$ cat src/rtl/pipe_hazard_ctrl_pkg.sv
// pipe_hazard_ctrl_pkg
//   Shared definitions for the pipeline hazard controller: forward-select
//   codes, divider sequencer states, counter width and the register tag
//   match helper. Imported by the interface, the top and div_sequencer.
package pipe_hazard_ctrl_pkg;

  localparam logic [1:0] FWD_REG   = 2'b00;
  localparam logic [1:0] FWD_EXMEM = 2'b01;
  localparam logic [1:0] FWD_WB    = 2'b10;

  // Wide enough for DIV_CYCLES-1 with DIV_CYCLES up to 64.
  localparam int DIV_CNT_W = 6;

  typedef enum logic [1:0] {
    IDLE = 2'b00,
    BUSY = 2'b01,
    DONE = 2'b10
  } div_state_t;

  // Register 0 is hardwired to zero, so it never creates a dependency.
  function automatic logic reg_match(input logic [4:0] src, input logic [4:0] rd);
    return (rd != 5'd0) && (rd == src);
  endfunction

endpackage

$ cat src/rtl/pipe_hazard_ctrl_if.sv
// pipe_hazard_ctrl_if
//   Bundles the decode fields, pipeline register tags and controller outputs
//   exchanged between the MIPS pipeline and pipe_hazard_ctrl.
//   master : pipeline side (drives ID/EX/MEM/WB fields, reads stall/forward/div status)
//   slave  : controller side (pipe_hazard_ctrl)
interface pipe_hazard_ctrl_if;

  logic [4:0]  ID_Rs;
  logic [4:0]  ID_Rt;
  logic        ID_uses_rs;
  logic        ID_uses_rt;
  logic        ID_Beq;
  logic        ID_div_start;
  logic        ID_hilo_use;
  logic        ID_EX_RegWrite;
  logic        ID_EX_Mem2Reg;
  logic [4:0]  ID_EX_Rd;
  logic        EX_MEM_RegWrite;
  logic        EX_MEM_Mem2Reg;
  logic [4:0]  EX_MEM_Rd;
  logic        MEM_WB_RegWrite;
  logic [4:0]  MEM_WB_Rd;
  logic        EX_MEM_branch_tacken;
  logic        stall;
  logic [3:0]  forwardSignal;
  logic        div_busy;
  logic        div_done;
  logic [31:0] stall_cycles;

  modport master (
    output ID_Rs, ID_Rt, ID_uses_rs, ID_uses_rt, ID_Beq, ID_div_start, ID_hilo_use,
           ID_EX_RegWrite, ID_EX_Mem2Reg, ID_EX_Rd,
           EX_MEM_RegWrite, EX_MEM_Mem2Reg, EX_MEM_Rd,
           MEM_WB_RegWrite, MEM_WB_Rd, EX_MEM_branch_tacken,
    input  stall, forwardSignal, div_busy, div_done, stall_cycles
  );

  modport slave (
    input  ID_Rs, ID_Rt, ID_uses_rs, ID_uses_rt, ID_Beq, ID_div_start, ID_hilo_use,
           ID_EX_RegWrite, ID_EX_Mem2Reg, ID_EX_Rd,
           EX_MEM_RegWrite, EX_MEM_Mem2Reg, EX_MEM_Rd,
           MEM_WB_RegWrite, MEM_WB_Rd, EX_MEM_branch_tacken,
    output stall, forwardSignal, div_busy, div_done, stall_cycles
  );

endinterface

$ cat src/rtl/pipe_hazard_ctrl_div_sequencer.sv
// div_sequencer
//   Sequences the iterative divider: an accepted start holds BUSY for
//   DIV_CYCLES cycles, then DONE for one cycle while HI/LO become valid.
//   A start accepted in DONE re-enters BUSY with no IDLE gap.
//   Ports: clk, rst (sync, active high), start (accepted start request),
//          busy (state BUSY), done (state DONE, one-cycle pulse).
//
//   state | meaning
//   IDLE  | no divide in flight
//   BUSY  | iterating, count runs DIV_CYCLES-1 down to 0
//   DONE  | HI/LO valid this cycle
module div_sequencer
  import pipe_hazard_ctrl_pkg::*;
#(
  parameter int DIV_CYCLES = 32
) (
  input  logic clk,
  input  logic rst,
  input  logic start,
  output logic busy,
  output logic done
);

  localparam logic [DIV_CNT_W-1:0] CNT_LOAD = DIV_CNT_W'(DIV_CYCLES - 1);

  div_state_t           state, state_nxt;
  logic [DIV_CNT_W-1:0] cnt, cnt_nxt;

  always_ff @(posedge clk) begin
    if (rst) begin
      state <= IDLE;
      cnt   <= '0;
    end else begin
      state <= state_nxt;
      cnt   <= cnt_nxt;
    end
  end

  always_comb begin
    state_nxt = state;
    cnt_nxt   = cnt;
    case (state)
      IDLE, DONE: begin
        if (start) begin
          state_nxt = BUSY;
          cnt_nxt   = CNT_LOAD;
        end else begin
          state_nxt = IDLE;
        end
      end
      BUSY: begin
        if (cnt != '0) cnt_nxt   = cnt - 1'b1;
        else           state_nxt = DONE;
      end
      default: begin
        state_nxt = IDLE;
        cnt_nxt   = '0;
      end
    endcase
  end

  assign busy = (state == BUSY);
  assign done = (state == DONE);

endmodule

$ cat src/rtl/pipe_hazard_ctrl.sv
// pipe_hazard_ctrl
//   Hazard and multi-cycle sequencing controller for the 5-stage MIPS
//   pipeline. Computes the ID-stage stall and operand forward selects and
//   sequences the iterative divider through div_sequencer.
//   Ports:
//     clk  : pipeline clock
//     rst  : synchronous, active-high reset
//     bus  : pipe_hazard_ctrl_if.slave -- ID decode fields, ID/EX, EX/MEM,
//            MEM/WB tags and branch squash in; stall, forwardSignal
//            ([3:2] Rs, [1:0] Rt), div_busy, div_done, stall_cycles out
//   Build option: PIPE_HAZARD_STATS_EN adds a wrapping 32-bit count of
//   stalled cycles on stall_cycles; without it stall_cycles reads 0.
module pipe_hazard_ctrl
  import pipe_hazard_ctrl_pkg::*;
#(
  parameter int DIV_CYCLES = 32
) (
  input  logic               clk,
  input  logic               rst,
  pipe_hazard_ctrl_if.slave  bus
);

  logic rs_id_ex, rt_id_ex, rs_ex_mem, rt_ex_mem, rs_mem_wb, rt_mem_wb;
  logic load_use, branch_hz, div_hz, stall_int;
  logic div_start, div_busy, div_done;
  logic [1:0] fwd_rs, fwd_rt;

  assign rs_id_ex  = reg_match(bus.ID_Rs, bus.ID_EX_Rd);
  assign rt_id_ex  = reg_match(bus.ID_Rt, bus.ID_EX_Rd);
  assign rs_ex_mem = reg_match(bus.ID_Rs, bus.EX_MEM_Rd);
  assign rt_ex_mem = reg_match(bus.ID_Rt, bus.EX_MEM_Rd);
  assign rs_mem_wb = reg_match(bus.ID_Rs, bus.MEM_WB_Rd);
  assign rt_mem_wb = reg_match(bus.ID_Rt, bus.MEM_WB_Rd);

  assign load_use = bus.ID_EX_RegWrite && bus.ID_EX_Mem2Reg &&
                    ((bus.ID_uses_rs && rs_id_ex) || (bus.ID_uses_rt && rt_id_ex));

  // A branch compares in ID, so any ALU result still in EX and any load
  // still in MEM is not yet forwardable to it.
  assign branch_hz = bus.ID_Beq &&
                     ((bus.ID_EX_RegWrite && (rs_id_ex || rt_id_ex)) ||
                      (bus.EX_MEM_RegWrite && bus.EX_MEM_Mem2Reg && (rs_ex_mem || rt_ex_mem)));

  assign div_hz = div_busy && (bus.ID_div_start || bus.ID_hilo_use);

  // A squashed ID instruction must not hold the pipe, otherwise the taken
  // branch target fetch would be delayed by a dead instruction.
  assign stall_int = (load_use || branch_hz || div_hz) && !bus.EX_MEM_branch_tacken && !rst;

  always_comb begin
    fwd_rs = FWD_REG;
    fwd_rt = FWD_REG;
    if (!rst) begin
      if (bus.EX_MEM_RegWrite && !bus.EX_MEM_Mem2Reg && rs_ex_mem) fwd_rs = FWD_EXMEM;
      else if (bus.MEM_WB_RegWrite && rs_mem_wb)                   fwd_rs = FWD_WB;
      if (bus.EX_MEM_RegWrite && !bus.EX_MEM_Mem2Reg && rt_ex_mem) fwd_rt = FWD_EXMEM;
      else if (bus.MEM_WB_RegWrite && rt_mem_wb)                   fwd_rt = FWD_WB;
    end
  end

  assign div_start = bus.ID_div_start && !stall_int && !bus.EX_MEM_branch_tacken;

  div_sequencer #(
    .DIV_CYCLES (DIV_CYCLES)
  ) u_div_sequencer (
    .clk   (clk),
    .rst   (rst),
    .start (div_start),
    .busy  (div_busy),
    .done  (div_done)
  );

  assign bus.stall         = stall_int;
  assign bus.forwardSignal = {fwd_rs, fwd_rt};
  assign bus.div_busy      = div_busy;
  assign bus.div_done      = div_done;

`ifdef PIPE_HAZARD_STATS_EN
  logic [31:0] stall_cnt;

  always_ff @(posedge clk) begin
    if (rst)            stall_cnt <= '0;
    else if (stall_int) stall_cnt <= stall_cnt + 32'd1;
  end

  assign bus.stall_cycles = stall_cnt;
`else
  assign bus.stall_cycles = '0;
`endif

endmodule

$ cat src/flat_wrapper.sv
// flat-port wrapper written by rule: the top's interface ports become plain ports
module pipe_hazard_ctrl_flat import pipe_hazard_ctrl_pkg::*;
#(
  parameter int DIV_CYCLES = 32
)
  (clk, rst, bus_ID_Rs, bus_ID_Rt, bus_ID_uses_rs, bus_ID_uses_rt, bus_ID_Beq, bus_ID_div_start, bus_ID_hilo_use, bus_ID_EX_RegWrite, bus_ID_EX_Mem2Reg, bus_ID_EX_Rd, bus_EX_MEM_RegWrite, bus_EX_MEM_Mem2Reg, bus_EX_MEM_Rd, bus_MEM_WB_RegWrite, bus_MEM_WB_Rd, bus_EX_MEM_branch_tacken, bus_stall, bus_forwardSignal, bus_div_busy, bus_div_done, bus_stall_cycles);
  pipe_hazard_ctrl_if bus_i ();
  input  logic clk;
  input  logic rst;
  input wire logic [$bits(bus_i.ID_Rs)-1:0] bus_ID_Rs;
  input wire logic [$bits(bus_i.ID_Rt)-1:0] bus_ID_Rt;
  input wire logic [$bits(bus_i.ID_uses_rs)-1:0] bus_ID_uses_rs;
  input wire logic [$bits(bus_i.ID_uses_rt)-1:0] bus_ID_uses_rt;
  input wire logic [$bits(bus_i.ID_Beq)-1:0] bus_ID_Beq;
  input wire logic [$bits(bus_i.ID_div_start)-1:0] bus_ID_div_start;
  input wire logic [$bits(bus_i.ID_hilo_use)-1:0] bus_ID_hilo_use;
  input wire logic [$bits(bus_i.ID_EX_RegWrite)-1:0] bus_ID_EX_RegWrite;
  input wire logic [$bits(bus_i.ID_EX_Mem2Reg)-1:0] bus_ID_EX_Mem2Reg;
  input wire logic [$bits(bus_i.ID_EX_Rd)-1:0] bus_ID_EX_Rd;
  input wire logic [$bits(bus_i.EX_MEM_RegWrite)-1:0] bus_EX_MEM_RegWrite;
  input wire logic [$bits(bus_i.EX_MEM_Mem2Reg)-1:0] bus_EX_MEM_Mem2Reg;
  input wire logic [$bits(bus_i.EX_MEM_Rd)-1:0] bus_EX_MEM_Rd;
  input wire logic [$bits(bus_i.MEM_WB_RegWrite)-1:0] bus_MEM_WB_RegWrite;
  input wire logic [$bits(bus_i.MEM_WB_Rd)-1:0] bus_MEM_WB_Rd;
  input wire logic [$bits(bus_i.EX_MEM_branch_tacken)-1:0] bus_EX_MEM_branch_tacken;
  output wire logic [$bits(bus_i.stall)-1:0] bus_stall;
  output wire logic [$bits(bus_i.forwardSignal)-1:0] bus_forwardSignal;
  output wire logic [$bits(bus_i.div_busy)-1:0] bus_div_busy;
  output wire logic [$bits(bus_i.div_done)-1:0] bus_div_done;
  output wire logic [$bits(bus_i.stall_cycles)-1:0] bus_stall_cycles;
  assign bus_i.ID_Rs = bus_ID_Rs;
  assign bus_i.ID_Rt = bus_ID_Rt;
  assign bus_i.ID_uses_rs = bus_ID_uses_rs;
  assign bus_i.ID_uses_rt = bus_ID_uses_rt;
  assign bus_i.ID_Beq = bus_ID_Beq;
  assign bus_i.ID_div_start = bus_ID_div_start;
  assign bus_i.ID_hilo_use = bus_ID_hilo_use;
  assign bus_i.ID_EX_RegWrite = bus_ID_EX_RegWrite;
  assign bus_i.ID_EX_Mem2Reg = bus_ID_EX_Mem2Reg;
  assign bus_i.ID_EX_Rd = bus_ID_EX_Rd;
  assign bus_i.EX_MEM_RegWrite = bus_EX_MEM_RegWrite;
  assign bus_i.EX_MEM_Mem2Reg = bus_EX_MEM_Mem2Reg;
  assign bus_i.EX_MEM_Rd = bus_EX_MEM_Rd;
  assign bus_i.MEM_WB_RegWrite = bus_MEM_WB_RegWrite;
  assign bus_i.MEM_WB_Rd = bus_MEM_WB_Rd;
  assign bus_i.EX_MEM_branch_tacken = bus_EX_MEM_branch_tacken;
  assign bus_stall = bus_i.stall;
  assign bus_forwardSignal = bus_i.forwardSignal;
  assign bus_div_busy = bus_i.div_busy;
  assign bus_div_done = bus_i.div_done;
  assign bus_stall_cycles = bus_i.stall_cycles;
  pipe_hazard_ctrl #(.DIV_CYCLES(DIV_CYCLES)) u_core (.clk(clk), .rst(rst), .bus(bus_i));
endmodule
$ cat config.mk
export PLATFORM = sky130hd
export DESIGN_NAME = pipe_hazard_ctrl_flat
export DESIGN_NICKNAME = d
export VERILOG_FILES = /design/src/rtl/pipe_hazard_ctrl_pkg.sv /design/src/rtl/pipe_hazard_ctrl_if.sv /design/src/rtl/pipe_hazard_ctrl_div_sequencer.sv /design/src/rtl/pipe_hazard_ctrl.sv /design/src/flat_wrapper.sv
export SDC_FILE = /design/constraint.sdc
export NUM_CORES = 1
export LEC_CHECK = 0
export ABC_AREA = 1
export CORE_MARGIN = 2
export CORE_UTILIZATION = 41
export CTS_CLUSTER_DIAMETER = 60
export DETAILED_ROUTE_END_ITERATION = 8
export PLACE_DENSITY = 0.95
export REMOVE_ABC_BUFFERS = 1
export SLEW_MARGIN = 10
export SYNTH_ARGS = -nofsm -noshare
export SYNTH_HDL_FRONTEND = slang
export SYNTH_SLANG_ARGS = --single-unit
$ cat constraint.sdc
create_clock -name clk -period 2.5 [get_ports clk]
set_clock_uncertainty 0.2 [all_clocks]
set_input_delay 0.25 -clock clk [delete_from_list [all_inputs] [get_ports clk]]
set_output_delay 0.25 -clock clk [all_outputs]
set_load 0.05 [all_outputs]
==> run summary <==
share of layout cells above drive strength 1: 12.5%
kind of critical path: input pin to output pin
CP Launch Type: input pin
GR Util All Layers: 18.8%
Post-CTS Setup Bufs: 0
pwr dens: 355 nW/um2
total wire length: 3520 um
clock tree root buffer cell: clkbuf_4
maxcap violations: 0
warnings from Yosys: 0
CP delay by family, top: buffers and inverters
cell count after synthesis: 215
status: complete, no violations
Clock Sinks: 8
ANT nets after route: 0
Storage cell area: 160 um2
CP arrival: 2.01 ns
drt first pass iters: 4
core area: 3030 um2
Seq/Total Area, Yosys: 12.3%
Nets: 305
area of the die: 3640 um2
row count: 20
Num CTS Buffers: 3
Ports: 77
crit path buf inv count: 3
commonest non-fill, non-tap cell in the layout: nand2_1
DRC viols: 0
Max stage delay on crit path: 0.57 ns
WP data required: 2.05 ns
footprint of the multi-input gates: 927 um2
global-route wire length before repair: 5130 um
Detailed Route Iter0 Violations: 88
vias per inst: 4.67
Filler cells: 272
port buffer count: 44
Worst path slowest cell: clkdlybuf4s50_1
H-tree levels: 1
area grow syn2layout: 38.3%
Worst Hold Class: flop to flop
via count of the first global-routing pass: 1214
syn_area_per_cell: 6.05 um2
min Tclk post-route: 2.46 ns
fmax: 407 MHz
CP endpoint kind: output pin
Peak supply drop: 158 uV
Longest Clk Path Bufs: 2
worst skew pair latency: 0.26 ns
largest net degree at the start of global routing: 7
crit-path cells: clkdlybuf4s50_1 > xnor2_1 > o221ai_1 > a2111oi_0 > nand4_1 > inv_1 > buf_12
commonest cells after routing, fill and taps aside: nand2_1, clkdlybuf4s50_1, conb_1
CP max FO: 4
TNS Setup: 0 ns
Final Max Slew Viols: 0
die width: 60.3 um
Leak: 0.892 nW
ant diodes: 0
post-synthesis register bit count: 8
WHS: 0.317 ns
Final Setup Violations: 0
worst-margin pin slew: 0.632 ns
wire length per cell: 11.5 um
fin crit share: 98.4%
clk slew on worst S/H paths: 0.06 ns
Vert. Die Dim: 60.3 um
Final Hold Viols: 0
library cells used by synthesis: 26
initial antenna violation count: 0
GPL Wtd Cong: 0.936
routed vias: 1433
final HPWL from detailed placement: 2850 um
Mapped Area: 1300 um2
grt ovf: 0
Starting Density: 42.9%
Rel. slew slack: 57.5%
CTS tree: yes
[report_power, final]
part           leakage, nW  total [mW]  switching (mW)  internal [mW]
Clock               0.0138       0.103          0.0474         0.0552
Sequential          0.0662       0.153          0.0109          0.142
Combinational        0.812       0.383           0.256          0.127
Total                0.892       0.638           0.314          0.324
[final timing paths]
kind,startpoint,to,slack (ns),cells after the start
setup reg to reg,u_core.u_div_sequencer.state[0],u_core.u_div_sequencer.cnt[5],0.86,11
hold reg to reg,u_core.u_div_sequencer.cnt[2],u_core.u_div_sequencer.cnt[2],0.32,2
hold / removal,u_core.u_div_sequencer.cnt[2],u_core.u_div_sequencer.cnt[2],0.32,2
setup / recovery,bus_ID_Rt[2],bus_forwardSignal[1],0.04,7
[cells in the mapped netlist]
master      n  area [um2]
buf_4      32         240
dfxtp_1     8         160
nand3_1     3        15.0
a221oi_1    1        8.76
a2111oi_0   2        17.5
a21oi_2     6        52.6
nand3_2     1        10.0
a21oi_1     5        25.0
o21ai_0     7        35.0
nand2_2     1        6.26
nand2_4     1        11.3
ha_1        2        25.0
o2111ai_1   1        8.76
conb_1      1        3.75
nor2_1     23        86.3
xor2_1      5        43.8
inv_1      27         101
inv_2       5        18.8
xnor2_1    13         114
nor4_1      1        6.26
o31ai_1     1        7.51
nor2_2      4        25.0
nor3b_2     1        12.5
nand2_1    55         206
o221ai_1    1        8.76
nand4_1     8        50.1
[registers in the layout, indices dropped and copies added (netlist names)]
register and count:
u_core.u_div_sequencer.cnt 6, u_core.u_div_sequencer.state 2
[layer usage]
metal / global-route usage [%] / up-vias / share of wire (%)
met5: 0 / - / 0
met4: 8.57 / 0 / 2.0
met3: 3.03 / 10 / 8.7
met2: 33.2 / 103 / 50
met1: 22.1 / 615 / 39
li1: - / 705 / -
[worst reg2reg max path: stages (launching register included)]
cell and delay, ns:
dfxtp_1 0.32, inv_1 0.08, nor2_1 0.21, inv_1 0.09, nor2_1 0.12, a21oi_2 0.04
nand2_1 0.06, nand2_1 0.06, nand2_1 0.07, nand2_2 0.09, a21oi_1 0.14, nor2_1 0.06
[cell type report]
class,instances,share of cell area [%]
Tap cell,44,3.06
Sequential cell,8,8.91
Timing Repair Buffer,46,28.5
Inverter,32,6.68
Multi-Input combinational cell,174,51.6
Clock buffer,3,1.25
[through the flow]
stage	cells	util (%)	total power, mW	setup WS (ns)	cell area (um2)
after detailed placement	304	57.4	0.526	-0.103	1740
after floorplan	214	-	0.409	0.240	1180
after CTS	307	58.3	0.632	0.0689	1770
after global routing	307	59.4	0.684	-0.0889	1800
after global placement	304	57.4	0.517	0.0481	1740
final	307	59.4	0.638	0.0411	1800
[cell families (layout without fill, tap and decap cells)]
family | Yosys count | after routing | synth area share, %
buffers and inverters | 64 | 81 | 27.7
flip-flops | 8 | 8 | 12.3
other | 1 | 32 | 0.288
adder cells (fa/ha/maj) | 2 | 2 | 1.92
AND/OR/NAND/NOR | 98 | 98 | 33.0
XOR/XNOR | 18 | 18 | 12.1
AO/OA/AOI/OAI | 24 | 24 | 12.6
[timing repair]
item,4_1_cts,5_1_grt
gates cloned,0,0
pin swaps,0,3
resized for setup,2,7
hold buffers,0,0
endpoints found under the setup margin,1,1
hold endpoints to repair,0,0
Note: power is estimated with default switching activity, not from simulation.
